==> src/rtl/fifo_pkg.sv <==
// Shared definitions for the 8-entry FIFO control core and its output decoder.
// Holds the state codes, fixed geometry and the next-state rule.
package fifo_pkg;

  localparam int FIFO_DEPTH = 8;
  localparam int PTR_W      = 3;
  localparam int CNT_W      = 4;

  localparam logic [2:0] ST_INIT   = 3'b000;
  localparam logic [2:0] ST_WRITE  = 3'b001;
  localparam logic [2:0] ST_WR_ERR = 3'b010;
  localparam logic [2:0] ST_NO_OP  = 3'b011;
  localparam logic [2:0] ST_READ   = 3'b100;
  localparam logic [2:0] ST_RD_ERR = 3'b101;

  // Next operation depends only on the requests and current occupancy, never on
  // the current state; a simultaneous write+read is rejected as a no-op.
  function automatic logic [2:0] fifo_next_state(
    input logic             wr,
    input logic             rd,
    input logic [CNT_W-1:0] count
  );
    logic [2:0] nxt;
    nxt = ST_NO_OP;
    if (wr && !rd) begin
      nxt = (count < CNT_W'(FIFO_DEPTH)) ? ST_WRITE : ST_WR_ERR;
    end else if (rd && !wr) begin
      nxt = (count != '0) ? ST_READ : ST_RD_ERR;
    end
    return nxt;
  endfunction

endpackage

==> src/rtl/fifo_reg_file.sv <==
// Storage array for the FIFO: one synchronous write port addressed by the tail
// pointer and one combinational read port addressed by the head pointer.
module fifo_reg_file
  import fifo_pkg::*;
#(
  parameter int DATA_WIDTH = 32
) (
  input  logic                  clk,
  input  logic                  wr_en,
  input  logic [PTR_W-1:0]      wr_addr,
  input  logic [DATA_WIDTH-1:0] wr_data,
  input  logic [PTR_W-1:0]      rd_addr,
  output logic [DATA_WIDTH-1:0] rd_data
);

  logic [DATA_WIDTH-1:0] mem [FIFO_DEPTH];
  logic [FIFO_DEPTH-1:0] row_sel;

  genvar gi;
  generate
    for (gi = 0; gi < FIFO_DEPTH; gi++) begin : g_row_sel
      assign row_sel[gi] = wr_en && (wr_addr == PTR_W'(gi));
    end
  endgenerate

  // Contents are deliberately not reset.
  always_ff @(posedge clk) begin
    for (int i = 0; i < FIFO_DEPTH; i++) begin
      if (row_sel[i]) begin
        mem[i] <= wr_data;
      end
    end
  end

  assign rd_data = mem[rd_addr];

endmodule

==> src/rtl/fifo_ctrl.sv <==
// Sequential control core of the 8-entry FIFO: registered operation code,
// occupancy, head/tail pointers and read-data register around the storage array.
module fifo_ctrl
  import fifo_pkg::*;
#(
  parameter int DATA_WIDTH = 32
) (
  input  logic                  clk,
  input  logic                  rst,
  input  logic                  wr_en,
  input  logic                  rd_en,
  input  logic [DATA_WIDTH-1:0] d_in,
  output logic [DATA_WIDTH-1:0] d_out,
  output logic [2:0]            state,
  output logic [CNT_W-1:0]      data_count,
  output logic [PTR_W-1:0]      head,
  output logic [PTR_W-1:0]      tail
);

  logic [2:0]            state_next;
  logic                  mem_wr;
  logic [DATA_WIDTH-1:0] rd_data;

  assign state_next = fifo_next_state(wr_en, rd_en, data_count);
  // Reset wins over a pending write so the array never sees a partial update.
  assign mem_wr     = !rst && (state_next == ST_WRITE);

  fifo_reg_file #(
    .DATA_WIDTH (DATA_WIDTH)
  ) u_reg_file (
    .clk     (clk),
    .wr_en   (mem_wr),
    .wr_addr (tail),
    .wr_data (d_in),
    .rd_addr (head),
    .rd_data (rd_data)
  );

  always_ff @(posedge clk) begin
    if (rst) begin
      state      <= ST_INIT;
      data_count <= '0;
      head       <= '0;
      tail       <= '0;
      d_out      <= '0;
    end else begin
      state <= state_next;
      case (state_next)
        ST_WRITE: begin
          tail       <= tail + PTR_W'(1);
          data_count <= data_count + CNT_W'(1);
        end
        ST_READ: begin
          d_out      <= rd_data;
          head       <= head + PTR_W'(1);
          data_count <= data_count - CNT_W'(1);
        end
        default: begin
        end
      endcase
    end
  end

endmodule

==> config.mk <==
export PLATFORM = sky130hd
export DESIGN_NAME = fifo_ctrl
export DESIGN_NICKNAME = d
export VERILOG_FILES = /design/src/rtl/fifo_pkg.sv /design/src/rtl/fifo_reg_file.sv /design/src/rtl/fifo_ctrl.sv
export SDC_FILE = /design/constraint.sdc
export NUM_CORES = 1
export LEC_CHECK = 0
export ABC_AREA = 1
export BUFFER_PORTS_ARGS = -buffer_cell sky130_fd_sc_hd__buf_2
export CORE_ASPECT_RATIO = 1.2
export CORE_MARGIN = 5
export CORE_UTILIZATION = 60
export DETAILED_ROUTE_END_ITERATION = 10
export GPL_TIMING_DRIVEN = 0
export HOLD_SLACK_MARGIN = 0.15
export PLACE_DENSITY = 0.83
export SLEW_MARGIN = 15
export SYNTH_ARGS = -nofsm -noshare
export SYNTH_HDL_FRONTEND = slang
export SYNTH_SLANG_ARGS = --single-unit
==> constraint.sdc <==
create_clock -name clk -period 7.2 [get_ports clk]
set_input_delay 1.08 -clock clk [delete_from_list [all_inputs] [get_ports clk]]
set_output_delay 1.08 -clock clk [all_outputs]
set_load 0.005 [all_outputs]
# --- Word level (Yosys, flattened, before mapping) ---
# Memory sizes are Yosys's and may differ from the RTL's. A register that Yosys moved wholly into a read port is not among the register bits.
# Cells that the tools add are included.
totals:
  output_inout_bits: 45
  reg_bits: 13
  mem_count: 1
  elab_cells: 85
  mem_bits_rw: 256
  inputBits: 36
mem_list:
  columns: ["name", "depth", "word_bits", "read_ports", "rd_ports_with_merged_regs", "wr", "line", "source"]
  rows:
  - ["u_reg_file.mem", 8, 32, 1, 1, 1, "fifo_reg_file.sv:16", "logic [DATA_WIDTH-1:0] mem [FIFO_DEPTH];"]
classes:
  n_reduce_logical: 24
  muxes: 42
  order_cmp: 1
  n_eq_ne: 9
  add_sub_neg: 4
ops:
  columns: ["op", "count"]
  rows:
  - ["$mux W32", 7]
  - ["$reduce_or A32 Y1", 7]
  - ["$mux W3", 9]
  - ["$mux W1", 24]
  - ["$eq A3 B3 Y1 const B", 5]
  - ["$logic_and A1 B1 Y1", 11]
  - ["$pmux W4 S2", 1]
  - ["$add A3 B1 Y3 const B", 2]
  - ["$eq A3 B1 Y1 const B", 2]
  - ["$eq A3 B2 Y1 const B", 2]
  - ["$add A4 B1 Y4 const B", 1]
  - ["$lt A4 B4 Y1 const B", 1]
  - ["$reduce_bool A4 Y1", 1]
  - ["$sub A4 B1 Y4 const B", 1]
  - ["$logic_not A1 Y1", 3]
  - ["$logic_not A3 Y1", 1]
  - ["$mux W2", 1]
  - ["$reduce_bool A2 Y1", 1]

# --- Logic depth before layout (Yosys ltp) ---
depth:
  depth_word: 17
  ltp_mapped: 12
  mapped_depth_nobuf: 12

# --- Modules after synthesis ---
# From an unflattened synthesis, not the netlist that was laid out.
hier_totals:
  cells_unflattened: 1348
  hier_area_um2: 13022.5
by_module_without_submodules:
  columns: ["module", "instances", "area_per_inst_um2", "cells_per_inst"]
  rows:
  - ["fifo_reg_file", 1, 11232.0, 1124]
  - ["fifo_ctrl", 1, 1790.5, 224]

# --- Worst setup path before layout ---
# Ideal clock, no wire load.
synth_timing:
  path_type: "input to register"
  start: "input port wr_en"
  end: "memory u_reg_file.mem[0][0], enable pin"
  cell_stages: 6
  required_ps: 6739
  arrival_time_ps: 3786
  path_slack_ps: 2954
  path_buffers: 0
  setup_ps: 461
  cell_sequence: "inv_1 > nor2_1 > nand2_1 > inv_1 > nand2_1 > nor3_1"
synth_between:
  elab_cells_between_ends: 52
  classes_between: "eq/ne: 1; mux: 32; reduce/logical: 19"
synth_rtl:
  columns: ["item", "line", "source"]
  rows:
  - ["from (decl)", "fifo_ctrl.sv:10", "input logic wr_en,"]
  - ["$logic_not A1 Y1", "fifo_pkg.sv:27", "end else if (rd && !wr) begin"]
  - ["$logic_and A1 B1 Y1", "fifo_pkg.sv:27", null]
  - ["$mux W3", "fifo_pkg.sv:27", null]
  - ["$mux W3 (*)", "fifo_pkg.sv:25", "if (wr && !rd) begin"]
  - ["$eq A3 B1 Y1 (*)", "fifo_ctrl.sv:26", "assign mem_wr = !rst && (state_next == ST_WRITE);"]
  - ["$logic_and A1 B1 Y1 (*)", "fifo_ctrl.sv:26", null]
  - ["$logic_and A1 B1 Y1 (*)", "fifo_reg_file.sv:22", "assign row_sel[gi] = wr_en && (wr_addr == PTR_W'(gi));"]
  - ["via u_reg_file.row_sel[0]", "fifo_reg_file.sv:17", "logic [FIFO_DEPTH-1:0] row_sel;"]
  - ["$mux W1 (*)", "fifo_reg_file.sv:29", "if (row_sel[i]) begin"]
  - ["$mux W1 (implied by the code) (*)", "fifo_reg_file.sv:30", "mem[i] <= wr_data;"]
  - ["$mux W1 (no line) (*) (7 in a row)", null, null]
  - ["to (decl)", "fifo_reg_file.sv:16", null]
# Mark *: on every way through the listed nets, which the timed path passes. The rest lies on a longest branch.

# --- Worst setup path after layout ---
layout_timing:
  start: "input port rd_en"
  end: "memory u_reg_file.mem[6][17], enable pin"
layout_between:
  elab_cells_between_ends: 52
  classes_between: "eq/ne: 1; mux: 32; reduce/logical: 19"
layout_rtl:
  columns: ["item", "line", "source"]
  rows:
  - ["from (decl)", "fifo_ctrl.sv:11", "input logic rd_en,"]
  - ["$logic_and A1 B1 Y1 or $logic_not A1 Y1 (tied branches)", "fifo_pkg.sv:27, fifo_pkg.sv:25", null]
  - ["$mux W3 or $logic_and A1 B1 Y1 (tied branches)", "fifo_pkg.sv:27, fifo_pkg.sv:25", null]
  - ["$mux W3 (*)", "fifo_pkg.sv:25", null]
  - ["$eq A3 B1 Y1 (*)", "fifo_ctrl.sv:26", null]
  - ["$logic_and A1 B1 Y1 (*)", "fifo_ctrl.sv:26", null]
  - ["$logic_and A1 B1 Y1 (*)", "fifo_reg_file.sv:22", null]
  - ["via u_reg_file.row_sel[6]", "fifo_reg_file.sv:17", null]
  - ["$mux W1 (*)", "fifo_reg_file.sv:29", null]
  - ["$mux W1 (implied by the code) (*)", "fifo_reg_file.sv:30", null]
  - ["$reduce_or A32 Y1 (no line)", null, null]
  - ["$mux W3 (no line) or $mux W1 (tied branches) (2 in a row)", null, null]
# Marks and branches as above.

==> out/qor.yml <==
power_and_ir_drop:
  seqPwrFrac: 0.508
  p_switching_uw: 860
  p_per_area_mw_per_mm2: 263
  swShare: 0.226
  internal_power_uw: 2950
  p_leak_uw: 0.00653
  vdd_ir_drop_max_mv: 0.217
  power_uw: 3810
  clockPowerShare: 0.407
  comb_power_share: 0.085
synth:
  syn_inst: 1216
  syn_area_mm2: 0.0125
  yosysUniqueCellTypes: 21
  ys_seq_elements: 301
  yosysWarnings: 0
  ys_seq_area_frac: 0.687
  syn_nets: 1262
  avgSynthCellArea_um2: 10.3
cts:
  cts_hold_buffers: 0
  cts_buffers: 28
  clockBufferDepth: 3
  cts_tree: "done"
  cts.clk_slew.worst_paths_ns: 0.06
  cts-root-buf: "clkbuf_16"
  clk_latency_ns: 0.54
  cts_max_level: 1
  cts_sinks: 301
  post_cts_buffers: 0
  cts.repair.resized: 0
critical_path:
  max_stage_delay_ns: 0.76
  path_class: "input port to flop"
  slowest_stage: "nor3_2"
  cp.required_ns: 7.44
  start_kind: "input port"
  crit_fanout: 9
  r2r_start: "data_count[3]"
  r2r_end: "u_reg_file.mem[6][17]"
  reg2reg_depth: 7
  crit_path_end_kind: "flop"
  path_cells: "buf_2 -> nor2_1 -> nand2_1 -> inv_1 -> nand2_1 -> nor3_2 -> buf_4 -> buf_4"
  reg2reg_slack_ns: 4.58
  arrival_ns: 3.23
final_layout:
  ff_latch_area_mm2: 0.00859
  fillers: 1304
  layout.nets: 1397
  postLayoutCellArea_mm2: 0.0145
  final_layout_size_suffix_gt1_frac: 0.153
  final_cell_mix: "399 x nand2_1, 256 x edfxtp_1, 212 x inv_1"
  area_delta_synth_final_pct: 16.0
  multi_input_area_mm2: 0.00285
  fin_cells: 1639
  final_common_cell: "nand2_1"
sta:
  setup_tns_ns: 0
  period_share: 0.416
  fin_crit_ns: 2.99
  hold_ws_ns: 0.449
  timing.fmax_mhz: 334
  relSlewSlack: 0.397
  hold_violations: 0
  skew_ns: 0.00852
  slew_violations: 0
  setup_viol: 0
  rsz0062_at_grt: "no"
  tightest_slew_ns: 0.904
global_route:
  grt_pass1_wl_um: 49300
  grt_usage: 0.267
  antenna_found_initial: 3
  grt_pass1_vias: 9212
  overflow: 0
  grt_max_degree: 20
run_status:
  status: "finished, final reports clean"
routing:
  drc: 0
  ant_nets: 0
  wl_per_cell_um: 19.5
  wl_um: 31900
  drtIter0Drc: 1370
  vias: 9095
  viasPerCell: 5.55
  dr.pass1.iters: 5
place:
  numPlacedInstances: 1586
  placed_cell_area_mm2: 0.0135
  dp_hpwl_um: 20200
  port-buffer-count: 80
  finalWeightedCongestion: 0.821
floorplanning:
  start_util: 0.613
  die-area_mm2: 0.0238
  rows: 57
  core_area_mm2: 0.0204
  io-pin-count: 81
  die_h_um: 168
  die-width_um: 142
worst_hold_path:
  worstHoldEndpoint: "d_out[21]"
  min_from: "d_out[21]"
  whs_path_depth: 2
  hold_class: "flop to flop"
flow_run:
  drv_cap: 0
[worst max-delay path: cells and delay by family]
kind,cells,cell delay [ns]
buf+inv,4,0.82
simple gates,4,1.32
[registers in the layout, summed over array words and instances, names as in the netlist]
| signal | cells |
|---|---|
| tail | 3 |
| u_reg_file.mem | 256 |
| head | 3 |
| state | 3 |
| data_count | 4 |
| d_out | 32 |
[power by group through the flow]
stage	Clock, uW	Combinational, uW	Sequential (uW)
after floorplan	0	181	1970
after detailed placement	0	313	1970
final	1550	323	1940
after global routing	1630	354	1940
after CTS	1560	319	1940
after global placement	0	297	1970
[per-stage QoR]
stage	setup slack (ns)	util
after global routing	4.07	0.711
after CTS	4.20	0.711
after floorplan	2.95	-
after global placement	0.567	0.649
final	4.21	0.711
after detailed placement	3.66	0.663
[layout make-up]
cell class | instances | share of cell area
antenna | 1 | 0.000173
multi-input combinational | 644 | 0.197
sequential | 301 | 0.592
tap | 265 | 0.0229
timing repair buffer | 105 | 0.0446
inverter | 216 | 0.0559
clock inverter | 16 | 0.0142
clock buffer | 36 | 0.0532
buffer | 55 | 0.0200
[synthesized netlist by cell type]
library cell / count / area, um2
a21oi_1: 2 / 10.0
buf_2: 34 / 170
buf_4: 11 / 82.6
clkbuf_1: 10 / 37.5
dfxtp_1: 45 / 901
edfxtp_1: 256 / 7690
fa_1: 1 / 20.0
ha_1: 9 / 113
inv_1: 212 / 796
inv_2: 4 / 15.0
nand2_1: 399 / 1500
nand2_2: 1 / 6.26
nand2_4: 1 / 11.3
nand3_1: 197 / 986
nor2_1: 17 / 63.8
nor2_4: 1 / 11.3
nor3_1: 6 / 30.0
o21ai_0: 7 / 35.0
o22ai_1: 1 / 6.26
xnor2_1: 1 / 8.76
xor2_1: 1 / 8.76
[cells by family after synthesis]
group	count (synthesis)	share of synthesized area
AO/OA/AOI/OAI	10	0.00410
XOR/XNOR	2	0.00140
adder cells (fa/ha/maj)	10	0.0106
buffers and inverters	271	0.0881
flip-flops	301	0.687
AND/OR/NAND/NOR	622	0.209
[how the worst max path moves through the flow]
stage          slack, ns  depth (start not counted)                     to  start
2_1_floorplan       2.95                          6   u_reg_file.mem[0][0]  wr_en
3_3_place_gp        0.57                          6  u_reg_file.mem[0][23]  rd_en
3_5_place_dp        3.66                          8  u_reg_file.mem[6][22]  rd_en
4_1_cts             4.20                          8  u_reg_file.mem[6][17]  rd_en
5_1_grt             4.07                          9  u_reg_file.mem[6][17]  wr_en
6_report            4.21                          8  u_reg_file.mem[6][17]  rd_en
[per-layer routing]
metal | GRT usage | up-vias | routed length [um]
met5 | 0 | - | 35
met4 | 0.123 | 6 | 1450
met3 | 0.0505 | 126 | 3440
met2 | 0.449 | 611 | 15700
met1 | 0.337 | 4189 | 11300
li1 | - | 4163 | -
(Power assumes the default switching activity.)
